`src/rtl/fetch_btb_if.sv`:
```
// Fetch-stage bus: redirect sources, BTB training port and fetch outputs.
// The core side drives controls and training (master); the fetch stage
// drives the fetch PC and the prediction (slave).
interface fetch_btb_if #(
    parameter int XLEN = 32
);
    logic            stall_core_i;
    logic            iret_i;
    logic [XLEN-1:0] exc_return_pc_i;
    logic            exc_occured_i;
    logic            mispred_i;
    logic [XLEN-1:0] redirect_pc_i;
    logic            upd_valid_i;
    logic [XLEN-1:0] upd_pc_i;
    logic [XLEN-1:0] upd_target_i;
    logic            upd_taken_i;
    logic [XLEN-1:0] pc_o;
    logic            pred_o;
    logic            taken_o;
    logic [XLEN-1:0] pred_pc_o;

    modport master (
        output stall_core_i, iret_i, exc_return_pc_i, exc_occured_i,
        output mispred_i, redirect_pc_i,
        output upd_valid_i, upd_pc_i, upd_target_i, upd_taken_i,
        input  pc_o, pred_o, taken_o, pred_pc_o
    );

    modport slave (
        input  stall_core_i, iret_i, exc_return_pc_i, exc_occured_i,
        input  mispred_i, redirect_pc_i,
        input  upd_valid_i, upd_pc_i, upd_target_i, upd_taken_i,
        output pc_o, pred_o, taken_o, pred_pc_o
    );
endinterface

```
`src/rtl/fetch_btb.sv`:
```
// Fetch stage: owns the fetch PC, picks the next PC from the redirect
// sources or the prediction, and holds a direct-mapped BTB with 2-bit
// saturating direction counters trained by the branch-resolve stage.
module fetch_btb #(
    parameter int              XLEN        = 32,
    parameter logic [XLEN-1:0] RESET_PC    = 32'h1000,
    parameter logic [XLEN-1:0] EXC_PC      = 32'h2000,
    parameter int              BTB_ENTRIES = 16
) (
    input  logic        clk_i,
    input  logic        rsn_i,
    fetch_btb_if.slave  bus
);
    localparam int IDX   = $clog2(BTB_ENTRIES);
    localparam int TAG_W = XLEN - IDX - 2;

    localparam logic [XLEN-1:0] PC_STEP = XLEN'(4);

    logic [XLEN-1:0]  pc_q;
    logic [XLEN-1:0]  pc_d;

    logic             valid_q  [BTB_ENTRIES];
    logic [1:0]       ctr_q    [BTB_ENTRIES];
    logic [TAG_W-1:0] tag_q    [BTB_ENTRIES];
    logic [XLEN-1:0]  target_q [BTB_ENTRIES];

    logic [IDX-1:0]   rd_idx;
    logic [TAG_W-1:0] rd_tag;
    logic             rd_hit;
    logic             rd_taken;
    logic [XLEN-1:0]  rd_next_pc;

    logic [IDX-1:0]   wr_idx;
    logic [TAG_W-1:0] wr_tag;
    logic             wr_hit;

    // The two low bits of a branch PC never select or tag an entry.
    logic             unused_upd_lsb;
    assign unused_upd_lsb = ^bus.upd_pc_i[1:0];

    assign rd_idx = pc_q[IDX+1:2];
    assign rd_tag = pc_q[XLEN-1:IDX+2];
    assign wr_idx = bus.upd_pc_i[IDX+1:2];
    assign wr_tag = bus.upd_pc_i[XLEN-1:IDX+2];
    assign wr_hit = valid_q[wr_idx] && (tag_q[wr_idx] == wr_tag);

    // Combinational lookup on the current fetch PC; reflects the table
    // contents before any training write landing on this same edge.
    always_comb begin
        rd_hit     = valid_q[rd_idx] && (tag_q[rd_idx] == rd_tag);
        rd_taken   = rd_hit && ctr_q[rd_idx][1];
        rd_next_pc = rd_taken ? target_q[rd_idx] : (pc_q + PC_STEP);
    end

    assign bus.pc_o      = pc_q;
    assign bus.pred_o    = rd_hit;
    assign bus.taken_o   = rd_taken;
    assign bus.pred_pc_o = rd_next_pc;

    // Next-PC selection; iret outranks exception, and only iret honours stall.
    always_comb begin
        pc_d = rd_next_pc;
        if (bus.iret_i) begin
            pc_d = bus.stall_core_i ? bus.exc_return_pc_i
                                    : (bus.exc_return_pc_i + PC_STEP);
        end else if (bus.exc_occured_i) begin
            pc_d = EXC_PC;
        end else if (bus.mispred_i) begin
            pc_d = bus.redirect_pc_i;
        end else if (bus.stall_core_i) begin
            pc_d = pc_q;
        end
    end

    // Fetch PC register.
    always_ff @(posedge clk_i) begin
        if (!rsn_i) begin
            pc_q <= RESET_PC;
        end else begin
            pc_q <= pc_d;
        end
    end

    // Valid bits and direction counters: saturating train on hit,
    // allocate weakly-taken on a taken miss, ignore a not-taken miss.
    always_ff @(posedge clk_i) begin
        if (!rsn_i) begin
            for (int i = 0; i < BTB_ENTRIES; i++) begin
                valid_q[i] <= 1'b0;
                ctr_q[i]   <= 2'b01;
            end
        end else if (bus.upd_valid_i) begin
            if (wr_hit) begin
                if (bus.upd_taken_i) begin
                    if (ctr_q[wr_idx] != 2'b11) begin
                        ctr_q[wr_idx] <= ctr_q[wr_idx] + 2'b01;
                    end
                end else if (ctr_q[wr_idx] != 2'b00) begin
                    ctr_q[wr_idx] <= ctr_q[wr_idx] - 2'b01;
                end
            end else if (bus.upd_taken_i) begin
                valid_q[wr_idx] <= 1'b1;
                ctr_q[wr_idx]   <= 2'b10;
            end
        end
    end

    // Tag and target payload; every taken resolve rewrites both (the tag is
    // unchanged on a hit), and an asserted reset blocks the write.
    always_ff @(posedge clk_i) begin
        if (rsn_i && bus.upd_valid_i && bus.upd_taken_i) begin
            tag_q[wr_idx]    <= wr_tag;
            target_q[wr_idx] <= bus.upd_target_i;
        end
    end
endmodule

```
`src/flat_wrapper.sv`:
```
// flat-port wrapper written by rule: the top's interface ports become plain ports
module fetch_btb_flat 
#(
    parameter int              XLEN        = 32,
    parameter logic [XLEN-1:0] RESET_PC    = 32'h1000,
    parameter logic [XLEN-1:0] EXC_PC      = 32'h2000,
    parameter int              BTB_ENTRIES = 16
)
  (clk_i, rsn_i, bus_stall_core_i, bus_iret_i, bus_exc_return_pc_i, bus_exc_occured_i, bus_mispred_i, bus_redirect_pc_i, bus_upd_valid_i, bus_upd_pc_i, bus_upd_target_i, bus_upd_taken_i, bus_pc_o, bus_pred_o, bus_taken_o, bus_pred_pc_o);
  fetch_btb_if #(.XLEN(XLEN)) bus_i ();
  input  logic clk_i;
  input  logic rsn_i;
  input wire logic [$bits(bus_i.stall_core_i)-1:0] bus_stall_core_i;
  input wire logic [$bits(bus_i.iret_i)-1:0] bus_iret_i;
  input wire logic [$bits(bus_i.exc_return_pc_i)-1:0] bus_exc_return_pc_i;
  input wire logic [$bits(bus_i.exc_occured_i)-1:0] bus_exc_occured_i;
  input wire logic [$bits(bus_i.mispred_i)-1:0] bus_mispred_i;
  input wire logic [$bits(bus_i.redirect_pc_i)-1:0] bus_redirect_pc_i;
  input wire logic [$bits(bus_i.upd_valid_i)-1:0] bus_upd_valid_i;
  input wire logic [$bits(bus_i.upd_pc_i)-1:0] bus_upd_pc_i;
  input wire logic [$bits(bus_i.upd_target_i)-1:0] bus_upd_target_i;
  input wire logic [$bits(bus_i.upd_taken_i)-1:0] bus_upd_taken_i;
  output wire logic [$bits(bus_i.pc_o)-1:0] bus_pc_o;
  output wire logic [$bits(bus_i.pred_o)-1:0] bus_pred_o;
  output wire logic [$bits(bus_i.taken_o)-1:0] bus_taken_o;
  output wire logic [$bits(bus_i.pred_pc_o)-1:0] bus_pred_pc_o;
  assign bus_i.stall_core_i = bus_stall_core_i;
  assign bus_i.iret_i = bus_iret_i;
  assign bus_i.exc_return_pc_i = bus_exc_return_pc_i;
  assign bus_i.exc_occured_i = bus_exc_occured_i;
  assign bus_i.mispred_i = bus_mispred_i;
  assign bus_i.redirect_pc_i = bus_redirect_pc_i;
  assign bus_i.upd_valid_i = bus_upd_valid_i;
  assign bus_i.upd_pc_i = bus_upd_pc_i;
  assign bus_i.upd_target_i = bus_upd_target_i;
  assign bus_i.upd_taken_i = bus_upd_taken_i;
  assign bus_pc_o = bus_i.pc_o;
  assign bus_pred_o = bus_i.pred_o;
  assign bus_taken_o = bus_i.taken_o;
  assign bus_pred_pc_o = bus_i.pred_pc_o;
  fetch_btb #(.XLEN(XLEN), .RESET_PC(RESET_PC), .EXC_PC(EXC_PC), .BTB_ENTRIES(BTB_ENTRIES)) u_core (.clk_i(clk_i), .rsn_i(rsn_i), .bus(bus_i));
endmodule
```
`config.mk`:
```
export PLATFORM = sky130hd
export DESIGN_NAME = fetch_btb_flat
export DESIGN_NICKNAME = d
export VERILOG_FILES = /design/src/rtl/fetch_btb_if.sv /design/src/rtl/fetch_btb.sv /design/src/flat_wrapper.sv
export SDC_FILE = /design/constraint.sdc
export NUM_CORES = 1
export LEC_CHECK = 0
export ABC_AREA = 0
export CORE_MARGIN = 5
export CORE_UTILIZATION = 61
export CTS_CLUSTER_DIAMETER = 40
export DETAILED_ROUTE_END_ITERATION = 7
export PLACE_DENSITY = 0.8
export SYNTH_ARGS = -nofsm -noshare
export SYNTH_HDL_FRONTEND = slang
export SYNTH_SLANG_ARGS = --single-unit
export TNS_END_PERCENT = 100
```
`constraint.sdc`:
```
create_clock -name clk_i -period 7.9 [get_ports clk_i]
set_clock_uncertainty 0.2 [all_clocks]
set_input_delay 1.58 -clock clk_i [delete_from_list [all_inputs] [get_ports clk_i]]
set_output_delay 1.58 -clock clk_i [all_outputs]
set_load 0.05 [all_outputs]
```
# Word level (Yosys, flattened, before mapping)
# Memory sizes are Yosys's and may differ from the RTL's. A register that Yosys moved wholly into a read port is not among the register bits.
# Index checks and enable logic that the tools add are counted.
# totals
latch_bits	0
register_bits	32
out_inout_bits	66
mem_count	4
wordCells	65
rom_bits	0
mem_bits_rw	976
# mem_list
name	depth	word_bits	read_ports	rd_clocked_by_memory_dff	write_ports	line_no	rtl
u_core.target_q	16	32	1	1	1	fetch_btb.sv:25	logic [XLEN-1:0] target_q [BTB_ENTRIES];
u_core.tag_q	16	26	2	1	1	fetch_btb.sv:24	logic [TAG_W-1:0] tag_q [BTB_ENTRIES];
u_core.ctr_q	16	2	2	1	16	fetch_btb.sv:23	logic [1:0] ctr_q [BTB_ENTRIES];
u_core.valid_q	16	1	2	1	16	fetch_btb.sv:22	logic valid_q [BTB_ENTRIES];
# op_classes
n_reduce_logical	8
div_mod_pow	0
n_eq_ne	4
n_shift	0
n_addsub	4
bitwise_logic	2
n_mux	42
n_lt_le_gt_ge	0
n_mul	0
# op_table
operator	n
$mux W32	6
$add A32 B3 Y32 const B	2
$eq A26 B26 Y1	2
$mux W4	10
$mux W1	23
$mux W2	3
$logic_and A1 B1 Y1	5
$ne A4 B1 Y1 const B	1
$add A2 B1 Y2 const B	1
$ne A2 B2 Y1 const B	1
$or A1 B1 Y1	2
$reduce_bool A2 Y1	1
$reduce_or A2 Y1	1
$sub A2 B1 Y2 const B	1
$reduce_or A1 Y1	1

# Depth between registers and ports, before layout
# Gate-level depths: netlist of run 1.
# An unclocked memory read counts as a cell.
# logic_depth
word_depth	12
ltp_mapped	16

# Worst setup path before layout of run 1
# Ideal clock, no wire load.
# synth_timing
path_kind	input to register
from	in bus_upd_pc_i[3]
to	mem u_core.tag_q[11][0] (netlist name), enable pin
stages	5
arrival_time_ns	6.711
setup_time_ns	0.545
slack_ns	0.444
n_path_buf	3
path_cell_list	clkbuf_1 > clkbuf_1 > clkbuf_1 > nand2_1 > nor3_1
# synth_rtl
item	line_no	rtl
start: declaration	flat_wrapper.sv:20	input wire logic [$bits(bus_i.upd_pc_i)-1:0] bus_upd_pc_i;
end: declaration	fetch_btb.sv:24	
# Straight into the memory's write port.

==> results.txt, run 1 <==
CTS tree: done
crit path max fanout: 53
# DRC: 0
Startpoint Class: flip-flop
GRT Residual Overflow: 0
status: finished clean
Tcrit/Tclk final: 96.8%
die area: 79600 um2
syn avg cell area: 18.5 um2
# fillers: 4116
first-pass GRT wire length: 187000 um
Fin Setup TNS: 0 ns
commonest non-fill, non-tap cells in the layout: 960 x edfxtp_1, 389 x mux4_2, 161 x clkdlybuf4s50_1, 121 x clkbuf_16, 103 x nand2_1
Max Slew Vio Count: 0
die height: 282 um
die span in x: 282 um
I/O pin total: 202
pin count of the biggest net entering global routing: 80
Worst-Skew Late Latency: 0.70 ns
setup slack, reg-to-reg: 2.16 ns
Setup Viol. Count Final: 0
Synth Instances: 2442
PwrDens: 241 nW/um2
Worst EP arrival: 5.87 ns
DR WL/cell: 34.6 um
Worst setup EP type: primary output
total power: 0.0127 W
Synth Warn #: 0
DR vias: 27500
area of the core: 73200 um2
register area share after synthesis: 66.1%
distinct cell type count after synthesis: 70
Seq cells post-synth: 1012
effective utilization at floorplan: 61.7%
CTS HTree Levels: 3
DRT antenna net count: 0
fraction of layout cells with a size suffix above 1: 27.6%
post-CTS sizing: 0
final net count: 2814
Via-to-Cell Ratio: 7.35
area grow syn2layout: 16.8%
Final Hold Fails: 0
Root Driver: clkbuf_16
clk buf depth: 3
Synth Net Count: 2580
CTS Buf Count: 117
Detailed Route Iter0 Violations: 4607
number of global-route vias before repair: 27600
Synth Flop Type: edfxtp_1
final WL: 130000 um
number of flops mapped to enable cells by yosys: 960
number of detailed-route iterations in the first pass: 8
initial antenna violation count: 7
Hold Path Sink: u_core.valid_q[8]
Worst Path Required: 6.12 ns
Slew HR: 19.9%
Reg clk slew, reported paths: 0.06 ns
most common cell after layout, fill and taps aside: edfxtp_1
Worst Path Class, Setup: flip-flop to primary output
Synth Cell Area: 45200 um2
reg2reg path depth: 15
Clock Sinks: 1012
GRT Resource Usage Total: 32.6%
GP Congestion: 0.911
max cap viols: 0
Leakage: 16.6 nW
min Tclk post-route: 7.65 ns
Max Clock Freq: 0.131 GHz
class of the worst hold path: flip-flop to flip-flop
Final HPWL DP: 76500 um
actual slew at the worst max-slew pin: 1.20 ns
FFs w/ async S/R, synth: 0%
peak supply drop: 0.208 mV
hold path cells: 1
min-delay src: u_core.valid_q[8]
row count: 99
unrepaired setup endpoints after global routing: false
IO Port Bufs: 199
==> cells by family (layout without fill, tap and decap cells) <==
family / count (synthesis) / count (layout) / synth area share (%)
muxes: 492 / 492 / 21.7
adders and majority gates: 2 / 2 / 0.0554
buffers and inverters: 182 / 520 / 1.87
DFF: 1012 / 1012 / 66.1
xor gates and xnor gates: 101 / 101 / 1.96
and+or+nand+nor: 385 / 385 / 4.25
other: 0 / 5 / 0
AOI/OAI and AO/OA: 268 / 268 / 4.03
==> worst max path at each step <==
stage | startpoint | end | slack [ns] | cells past startpoint
floorplan | bus_upd_pc_i[3] | u_core.tag_q[11][0] | 0.44 | 5
global placement | flip-flop | bus_pred_pc_o[29] | 1.02 | 15
detailed placement | flip-flop | bus_pred_pc_o[6] | 0.94 | 15
CTS | flip-flop | bus_pred_pc_o[29] | 0.10 | 16
global route | flip-flop | bus_pred_pc_o[29] | 0.02 | 15
finish | flip-flop | bus_pred_pc_o[29] | 0.25 | 15
==> power breakdown <==
part | total, W | internal [W] | switching (W)
Sequential | 0.00601 | 0.00592 | 0.0000814
Combinational | 0.00117 | 0.000514 | 0.000651
Clock | 0.00555 | 0.00329 | 0.00226
==> final cells by class <==
type                            count  area [um2]  share of cell area (%)
Inverter                           14        52.6                  0.0996
Timing Repair Buffer              283        2960                    5.62
Clock buffer                      147        3210                    6.08
Multi-Input combinational cell   1248       14600                    27.7
Antenna cell                        5        12.5                  0.0237
Tap cell                          959        1200                    2.27
Sequential cell                  1012       29900                    56.6
Clock inverter                     76         847                    1.61
==> repair_timing <==
action                                  in CTS  in global routing
hold buffers                                 0                  0
buffers inserted                             0                  2
endpoints found under the setup margin       0                 16
==> per-stage QoR <==
step           utilization, %  setup WS [ns]  instance area (um2)  std cells  hold WS (ns)
2_1_floorplan               -          0.444                45200       2442         0.262
3_3_place_gp             66.5           1.02                48700       3514         0.284
3_5_place_dp             66.5          0.943                48700       3514         0.301
4_1_cts                  72.0          0.101                52700       3737         0.317
5_1_grt                  72.1         0.0230                52700       3740         0.328
6_report                 72.1          0.249                52800       3744         0.318
==> Yosys cell counts, types with 23 or more instances <==
| cell type | number | area [um2] |
|---|---|---|
| dfxtp_1 | 52 | 1040 |
| mux4_2 | 389 | 8760 |
| xor2_1 | 32 | 280 |
| a21oi_1 | 57 | 285 |
| o21ai_0 | 57 | 285 |
| nor2_1 | 90 | 338 |
| nand2_1 | 103 | 387 |
| a22oi_1 | 23 | 173 |
| xnor2_1 | 69 | 604 |
| buf_2 | 45 | 225 |
| clkbuf_1 | 88 | 330 |
| nand3_1 | 31 | 155 |
| nand4_1 | 30 | 188 |
| mux2i_1 | 79 | 791 |
| edfxtp_1 | 960 | 28800 |
==> sequential cells by signal, summed over array words and instances (netlist names), named ones only <==
signal and count:
u_core.bus.pc_o 32, u_core.ctr_q 32, u_core.tag_q 416, u_core.target_q 512, u_core.valid_q 16
==> worst max-delay path, stage by stage (launching register included) <==
cell,delay (ns)
dfxtp_4,0.90
buf_4,0.45
mux4_2,0.28
mux2i_1,0.07
mux2i_1,0.67
xnor2_1,0.19
nand4_1,0.10
nor4_1,0.34
nand4_1,0.16
buf_4,0.26
inv_2,0.22
nand2_1,0.15
inv_2,0.49
nor2_1,0.12
a21oi_1,0.47
buf_12,0.21
==> metal layers <==
metal / up-vias / wire length [um] / track usage, %
li1: 10700 / - / -
met5: - / 24 / 0
met3: 354 / 18600 / 9.19
met1: 14000 / 44400 / 45.0
met4: 4 / 4870 / 10.3
met2: 2452 / 61800 / 51.8
Power figures use the tool's default switching activity.
==> inputs of run 2 (changes only) <==
ABC_AREA = not set   (was 0)
==> results of run 2 <==
No change in the layout: final DEF, timing and power equal those of run 1.
